==> config.mk <==
export PLATFORM = sky130hd
export DESIGN_NAME = urv_dm_arbiter
export DESIGN_NICKNAME = d
export VERILOG_FILES = /design/src/rtl/urv_dm_arbiter.sv
export SDC_FILE = /design/constraint.sdc
export NUM_CORES = 1
export LEC_CHECK = 0
export BUFFER_PORTS_ARGS = -buffer_cell sky130_fd_sc_hd__buf_2
export CORE_MARGIN = 5
export CORE_UTILIZATION = 52
export DETAILED_ROUTE_END_ITERATION = 7
export PLACE_DENSITY = 0.87
export SYNTH_ARGS = -nofsm -noshare
export SYNTH_HDL_FRONTEND = slang
export SYNTH_SLANG_ARGS = --single-unit
==> constraint.sdc <==
create_clock -name clk_i -period 2.5 [get_ports clk_i]
set_input_delay 0.25 -clock clk_i [delete_from_list [all_inputs] [get_ports clk_i]]
set_output_delay 0.25 -clock clk_i [all_outputs]
set_load 0.005 [all_outputs]
==> src/rtl/urv_dm_arbiter.sv <==
// urv_dm_arbiter: shares one data-memory port between the CPU (single-cycle
// request pulses, one pending slot) and the debug port (level requests held
// until ack). Starvation guard for debug and a completion timeout.
module urv_dm_arbiter #(
    parameter int unsigned g_max_wait = 4,
    parameter int unsigned g_timeout  = 64
) (
    input  logic        clk_i,
    input  logic        rst_n_i,
    // CPU port
    input  logic [31:0] cpu_addr_i,
    input  logic [31:0] cpu_data_s_i,
    input  logic [3:0]  cpu_select_i,
    input  logic        cpu_load_i,
    input  logic        cpu_store_i,
    output logic        cpu_stall_req_o,
    output logic [31:0] cpu_data_l_o,
    output logic        cpu_load_done_o,
    output logic        cpu_store_done_o,
    // Debug port
    input  logic [31:0] dbg_addr_i,
    input  logic [31:0] dbg_data_s_i,
    input  logic [3:0]  dbg_select_i,
    input  logic        dbg_load_i,
    input  logic        dbg_store_i,
    output logic        dbg_ack_o,
    output logic [31:0] dbg_data_l_o,
    // Memory port
    output logic [31:0] dm_addr_o,
    output logic [31:0] dm_data_s_o,
    output logic [3:0]  dm_data_select_o,
    output logic        dm_load_o,
    output logic        dm_store_o,
    input  logic [31:0] dm_data_l_i,
    input  logic        dm_load_done_i,
    input  logic        dm_store_done_i,
    // Sticky error
    output logic        bus_err_o
);

    typedef enum logic [1:0] {ST_IDLE, ST_CPU_BUSY, ST_DBG_BUSY} state_t;

    state_t      state_q, state_d;
    logic        pend_valid_q, pend_valid_d;
    logic [31:0] pend_addr_q, pend_addr_d;
    logic [31:0] pend_data_q, pend_data_d;
    logic [3:0]  pend_sel_q, pend_sel_d;
    logic        pend_store_q, pend_store_d;
    logic        flight_store_q, flight_store_d;
    logic [7:0]  wait_cnt_q, wait_cnt_d;
    logic [9:0]  busy_cnt_q, busy_cnt_d;
    logic [31:0] dm_addr_q, dm_addr_d;
    logic [31:0] dm_data_s_q, dm_data_s_d;
    logic [3:0]  dm_sel_q, dm_sel_d;
    logic        dm_load_q, dm_load_d;
    logic        dm_store_q, dm_store_d;
    logic [31:0] cpu_data_l_q, cpu_data_l_d;
    logic        cpu_load_done_q, cpu_load_done_d;
    logic        cpu_store_done_q, cpu_store_done_d;
    logic        dbg_ack_q, dbg_ack_d;
    logic [31:0] dbg_data_l_q, dbg_data_l_d;
    logic        bus_err_q, bus_err_d;

    logic cpu_pulse, stall, dbg_req, dbg_first, dbg_grant, done_ok, timed_out;

    assign cpu_pulse = cpu_load_i | cpu_store_i;
    assign stall     = pend_valid_q | (state_q == ST_CPU_BUSY) | (cpu_pulse & (state_q != ST_IDLE));
    // The requester sees the ack in the cycle it is high and drops its level
    // afterwards, so the still-high request in that cycle is not a new one.
    assign dbg_req   = (dbg_load_i | dbg_store_i) & ~dbg_ack_q;
    assign dbg_first = dbg_req & (wait_cnt_q == 8'(g_max_wait));

    // Arbitration, issue, completion/timeout and starvation counting.
    always_comb begin
        state_d          = state_q;
        pend_valid_d     = pend_valid_q;
        pend_addr_d      = pend_addr_q;
        pend_data_d      = pend_data_q;
        pend_sel_d       = pend_sel_q;
        pend_store_d     = pend_store_q;
        flight_store_d   = flight_store_q;
        wait_cnt_d       = wait_cnt_q;
        busy_cnt_d       = busy_cnt_q;
        dm_addr_d        = dm_addr_q;
        dm_data_s_d      = dm_data_s_q;
        dm_sel_d         = dm_sel_q;
        dm_load_d        = 1'b0;
        dm_store_d       = 1'b0;
        cpu_data_l_d     = cpu_data_l_q;
        cpu_load_done_d  = 1'b0;
        cpu_store_done_d = 1'b0;
        dbg_ack_d        = 1'b0;
        dbg_data_l_d     = dbg_data_l_q;
        bus_err_d        = bus_err_q;
        dbg_grant        = 1'b0;
        done_ok          = 1'b0;
        timed_out        = 1'b0;

        if (cpu_pulse && stall)
            bus_err_d = 1'b1;

        case (state_q)
            ST_IDLE: begin
                if ((pend_valid_q || cpu_pulse) && !dbg_first) begin
                    state_d    = ST_CPU_BUSY;
                    busy_cnt_d = '0;
                    if (pend_valid_q) begin
                        pend_valid_d   = 1'b0;
                        dm_addr_d      = pend_addr_q;
                        dm_data_s_d    = pend_data_q;
                        dm_sel_d       = pend_sel_q;
                        dm_store_d     = pend_store_q;
                        dm_load_d      = ~pend_store_q;
                        flight_store_d = pend_store_q;
                    end else begin
                        dm_addr_d      = cpu_addr_i;
                        dm_data_s_d    = cpu_data_s_i;
                        dm_sel_d       = cpu_select_i;
                        dm_store_d     = cpu_store_i;
                        dm_load_d      = ~cpu_store_i;
                        flight_store_d = cpu_store_i;
                    end
                end else if (dbg_req) begin
                    dbg_grant      = 1'b1;
                    state_d        = ST_DBG_BUSY;
                    busy_cnt_d     = '0;
                    dm_addr_d      = dbg_addr_i;
                    dm_data_s_d    = dbg_data_s_i;
                    dm_sel_d       = dbg_select_i;
                    dm_load_d      = dbg_load_i;
                    dm_store_d     = ~dbg_load_i;
                    flight_store_d = ~dbg_load_i;
                    if (cpu_pulse && !stall) begin
                        pend_valid_d = 1'b1;
                        pend_addr_d  = cpu_addr_i;
                        pend_data_d  = cpu_data_s_i;
                        pend_sel_d   = cpu_select_i;
                        pend_store_d = cpu_store_i;
                    end
                end
            end
            ST_CPU_BUSY, ST_DBG_BUSY: begin
                // Done is not accepted while the issue strobe is still on the bus.
                done_ok   = !(dm_load_q || dm_store_q) &&
                            (flight_store_q ? dm_store_done_i : dm_load_done_i);
                timed_out = !done_ok && (busy_cnt_q == 10'(g_timeout - 1));
                if (done_ok || timed_out) begin
                    state_d = ST_IDLE;
                    if (timed_out)
                        bus_err_d = 1'b1;
                    if (state_q == ST_CPU_BUSY) begin
                        if (flight_store_q) begin
                            cpu_store_done_d = 1'b1;
                        end else begin
                            cpu_load_done_d = 1'b1;
                            cpu_data_l_d    = timed_out ? '0 : dm_data_l_i;
                        end
                    end else begin
                        dbg_ack_d = 1'b1;
                        if (!flight_store_q)
                            dbg_data_l_d = timed_out ? '0 : dm_data_l_i;
                    end
                end else begin
                    busy_cnt_d = busy_cnt_q + 10'd1;
                end
            end
            default: state_d = ST_IDLE;
        endcase

        if (dbg_grant)
            wait_cnt_d = '0;
        else if (dbg_req && (state_q != ST_DBG_BUSY) && (wait_cnt_q < 8'(g_max_wait)))
            wait_cnt_d = wait_cnt_q + 8'd1;
    end

    // State and registered outputs; reset abandons any transaction silently.
    always_ff @(posedge clk_i or negedge rst_n_i) begin
        if (!rst_n_i) begin
            state_q          <= ST_IDLE;
            pend_valid_q     <= 1'b0;
            pend_addr_q      <= '0;
            pend_data_q      <= '0;
            pend_sel_q       <= '0;
            pend_store_q     <= 1'b0;
            flight_store_q   <= 1'b0;
            wait_cnt_q       <= '0;
            busy_cnt_q       <= '0;
            dm_addr_q        <= '0;
            dm_data_s_q      <= '0;
            dm_sel_q         <= '0;
            dm_load_q        <= 1'b0;
            dm_store_q       <= 1'b0;
            cpu_data_l_q     <= '0;
            cpu_load_done_q  <= 1'b0;
            cpu_store_done_q <= 1'b0;
            dbg_ack_q        <= 1'b0;
            dbg_data_l_q     <= '0;
            bus_err_q        <= 1'b0;
        end else begin
            state_q          <= state_d;
            pend_valid_q     <= pend_valid_d;
            pend_addr_q      <= pend_addr_d;
            pend_data_q      <= pend_data_d;
            pend_sel_q       <= pend_sel_d;
            pend_store_q     <= pend_store_d;
            flight_store_q   <= flight_store_d;
            wait_cnt_q       <= wait_cnt_d;
            busy_cnt_q       <= busy_cnt_d;
            dm_addr_q        <= dm_addr_d;
            dm_data_s_q      <= dm_data_s_d;
            dm_sel_q         <= dm_sel_d;
            dm_load_q        <= dm_load_d;
            dm_store_q       <= dm_store_d;
            cpu_data_l_q     <= cpu_data_l_d;
            cpu_load_done_q  <= cpu_load_done_d;
            cpu_store_done_q <= cpu_store_done_d;
            dbg_ack_q        <= dbg_ack_d;
            dbg_data_l_q     <= dbg_data_l_d;
            bus_err_q        <= bus_err_d;
        end
    end

    assign cpu_stall_req_o  = stall;
    assign cpu_data_l_o     = cpu_data_l_q;
    assign cpu_load_done_o  = cpu_load_done_q;
    assign cpu_store_done_o = cpu_store_done_q;
    assign dbg_ack_o        = dbg_ack_q;
    assign dbg_data_l_o     = dbg_data_l_q;
    assign dm_addr_o        = dm_addr_q;
    assign dm_data_s_o      = dm_data_s_q;
    assign dm_data_select_o = dm_sel_q;
    assign dm_load_o        = dm_load_q;
    assign dm_store_o       = dm_store_q;
    assign bus_err_o        = bus_err_q;

endmodule

==> metrics.yaml <==
global_route:
  gr-total-overflow: 0
  grt_pass1_vias: 9797
  track_usage_pct: 28.1
  grt_max_degree: 80
  antenna_found_initial: 3
  grt_pass1_wl_um: 54500
timing:
  clock_skew_ns: 0.0248
  finalCritPeriodShare_pct: 96.1
  worst_slack_ns: 0.0975
  setup_violations: 0
  max_freq_ghz: 0.416
  rsz0062_at_grt: "false"
  slew_headroom_pct: 61.4
  slew_violations: 0
  worstMarginPinSlew_ns: 0.579
  setup_tns_ns: 0
  hold_violations: 0
  min_period_ns: 2.40
floorplanning:
  die_w_um: 154
  start_util_pct: 52.9
  core_area_um2: 20300
  fp-row-count: 52
  io_pins: 315
  die_y_um: 154
  die_area_um2: 23600
routing:
  drt-initial-drc-count: 600
  drc: 0
  num_vias: 9313
  ant_nets: 0
  viasPerCell: 6.02
  wl_per_cell_um: 22.1
  drtPass1Iterations: 5
  wirelength_um: 34300
cells_and_area:
  syn2layout_area_growth_pct: 34.8
  final_nets: 1441
  final_common_cell: "buf_2"
  final_cell_mix: "313 x buf_2, 228 x dfrtp_1, 112 x mux2_2"
  layout-drive-gt1-share_pct: 40.0
synth:
  synthesis.instances: 878
  synth_fp_nets: 1060
  synthTopCellsByArea: "dfrtp_1 53%, mux2_2 12%, mux2i_1 6.6%"
  synth.yosys.seq_area_share_pct: 53.3
  ys.flop_type: "dfrtp_1"
  yosysUniqueCellTypes: 54
  yosys_warnings: 0
  synth_async_sr_flop_share_pct: 100
  yosysTopAreaCell: "dfrtp_1"
  synth-edff-count: 0
  yosys.area.top_type_share_pct: 53.3
  synth_area_um2: 10700
  ys_ff_latch: 229
  avgSynthCellArea_um2: 12.2
min_path:
  hold_end: "dm_data_s_o[20]"
  min_path_type: "in2reg"
  hold_depth: 3
  min-delay-start: "dbg_data_s_i[20]"
clock_tree:
  cts_tree: "done"
  clock_path_buffers: 3
  cts_setup_buffers: 0
  path_clk_slew_ns: 0.06
  cts_buffers: 25
  cts.root.buffer_cell: "clkbuf_16"
  htreeDepth: 1
  cts_sinks: 229
  clk_latency_ns: 0.53
outcome:
  outcome: "complete, no violations"
worst_setup_path:
  path_cells: "or4_1 -> or4_1 -> nand2_2 -> buf_12 -> o311ai_0"
  crit_required_ns: 2.85
  path_max_fanout: 45
  critical_path.max_stage_delay_ns: 0.62
  worst_setup_path_start_kind: "flip-flop"
  cp_slowest_cell: "or4_1"
  worstPathArrival_ns: 2.75
  reg2reg_to: "dm_data_select_o[2]"
  crit_top_cell: "or4_1"
  r2r_slack_ns: 0.1
  r2r-start: "wait_cnt_q[7]"
  criticalPathCategory: "reg2reg"
  crit_path_end_kind: "flip-flop"
  reg2reg_depth: 5
power:
  cellPowerDensity_nw_per_um2: 1190
  ir_worst_vdd_v: 0.000821
  p_leak_nw: 6.77
placed_design:
  place_ws_ns: 0.176
  dp_hpwl_um: 20600
  gp_congestion: 0.887
  portBuffers: 314
run:
  cap_viol_max_count: 0
## cells by family (layout without fill, tap and decap cells)
group                      Yosys count  count (layout)  synth area share (%)
muxes                              206             206                  20.8
and+or+nand+nor                    172             172                  8.26
adders and majority gates            6               6                 0.699
DFF                                229             229                  53.3
buffers and inverters               89             487                  3.37
xor gates and xnor gates             1               1                0.0815
other                                0               2                     0
AOI/OAI and AO/OA                  175             175                  13.5
## metrics by stage
stage / utilization, % / cells / power [mW] / hold WS (ns) / area [um^2]
floorplan: - / 878 / 10.1 / -0.0456 / 10700
global placement: 62.9 / 1415 / 12.7 / 0.249 / 12800
detailed placement: 62.9 / 1415 / 13.0 / 0.248 / 12800
CTS: 71.3 / 1546 / 17.0 / 0.00000216 / 14500
global route: 71.3 / 1548 / 18.2 / 0.0156 / 14500
finish: 71.3 / 1548 / 17.2 / 0.0133 / 14500
## state kept, by name, summed over array words and instances, names as in the netlist, 8 cells and up
name	cells
dm_data_s_o	32
pend_addr_q	32
dm_addr_o	32
wait_cnt_q	8
pend_data_q	32
busy_cnt_q	10
dbg_data_l_o	32
cpu_data_l_o	32
## repair_timing
| action | CTS | global route |
|---|---|---|
| endpoints found under the setup margin | 0 | 0 |
| endpoints found under the hold margin | 152 | 0 |
| hold buffers | 87 | 0 |
| resized for setup | 0 | 0 |
## power breakdown
group	switching, mW	internal [mW]	total (mW)
Sequential	1.03	5.35	6.39
Combinational	3.78	3.21	6.99
Clock	1.53	2.30	3.84
Total	6.35	10.9	17.2
## routing by layer
metal,share of wire [%],global-route usage [%],vias to the layer above
met5,0.038,0,-
met4,3.8,9.63,2
met3,9.1,6.63,102
met2,49,47.0,596
met1,39,36.1,4542
li1,-,-,4071
## layout make-up
| class | instances | area (um^2) |
|---|---|---|
| tap | 270 | 338 |
| fill | 1265 | 5820 |
| sequential | 229 | 5730 |
| antenna | 2 | 5.00 |
| timing repair buffer | 427 | 2810 |
| inverter | 16 | 60.1 |
| clock buffer | 29 | 661 |
| multi-input combinational | 560 | 4690 |
| clock inverter | 15 | 185 |
## critical path: cells and delay by family, from the launching register on
family | cells | cell delay (ns)
AO/OA/AOI/OAI | 1 | 0.23
buffers and inverters | 1 | 0.22
flip-flops | 1 | 0.41
AND/OR/NAND/NOR | 3 | 1.33
## cell usage after synthesis (all sizes together), types with 7 or more instances
cell type  instances
o311ai            68
mux2i             71
and2b              8
nand4              8
clkbuf            56
dfrtp            229
mux2             135
o211ai            68
nand2             80
nor2b             30
nor2              18
buf               17
inv               16
o221ai             7
## how the worst max path moves through the flow
| stage | from | to | slack, ns | cells after the start |
|---|---|---|---|---|
| 3_3_place_gp | wait_cnt_q[7] | dm_data_s_o[25] | 0.29 | 5 |
| 2_1_floorplan | state_q[0] | dm_data_s_o[24] | 0.35 | 9 |
| 6_report | wait_cnt_q[7] | dm_data_select_o[2] | 0.1 | 5 |
| 3_5_place_dp | wait_cnt_q[7] | dm_data_s_o[21] | 0.18 | 5 |
| 4_1_cts | wait_cnt_q[7] | dm_data_s_o[21] | 0.18 | 5 |
| 5_1_grt | wait_cnt_q[7] | dm_data_select_o[2] | 0.03 | 5 |
No activity file was read; power rests on OpenSTA's default activity.
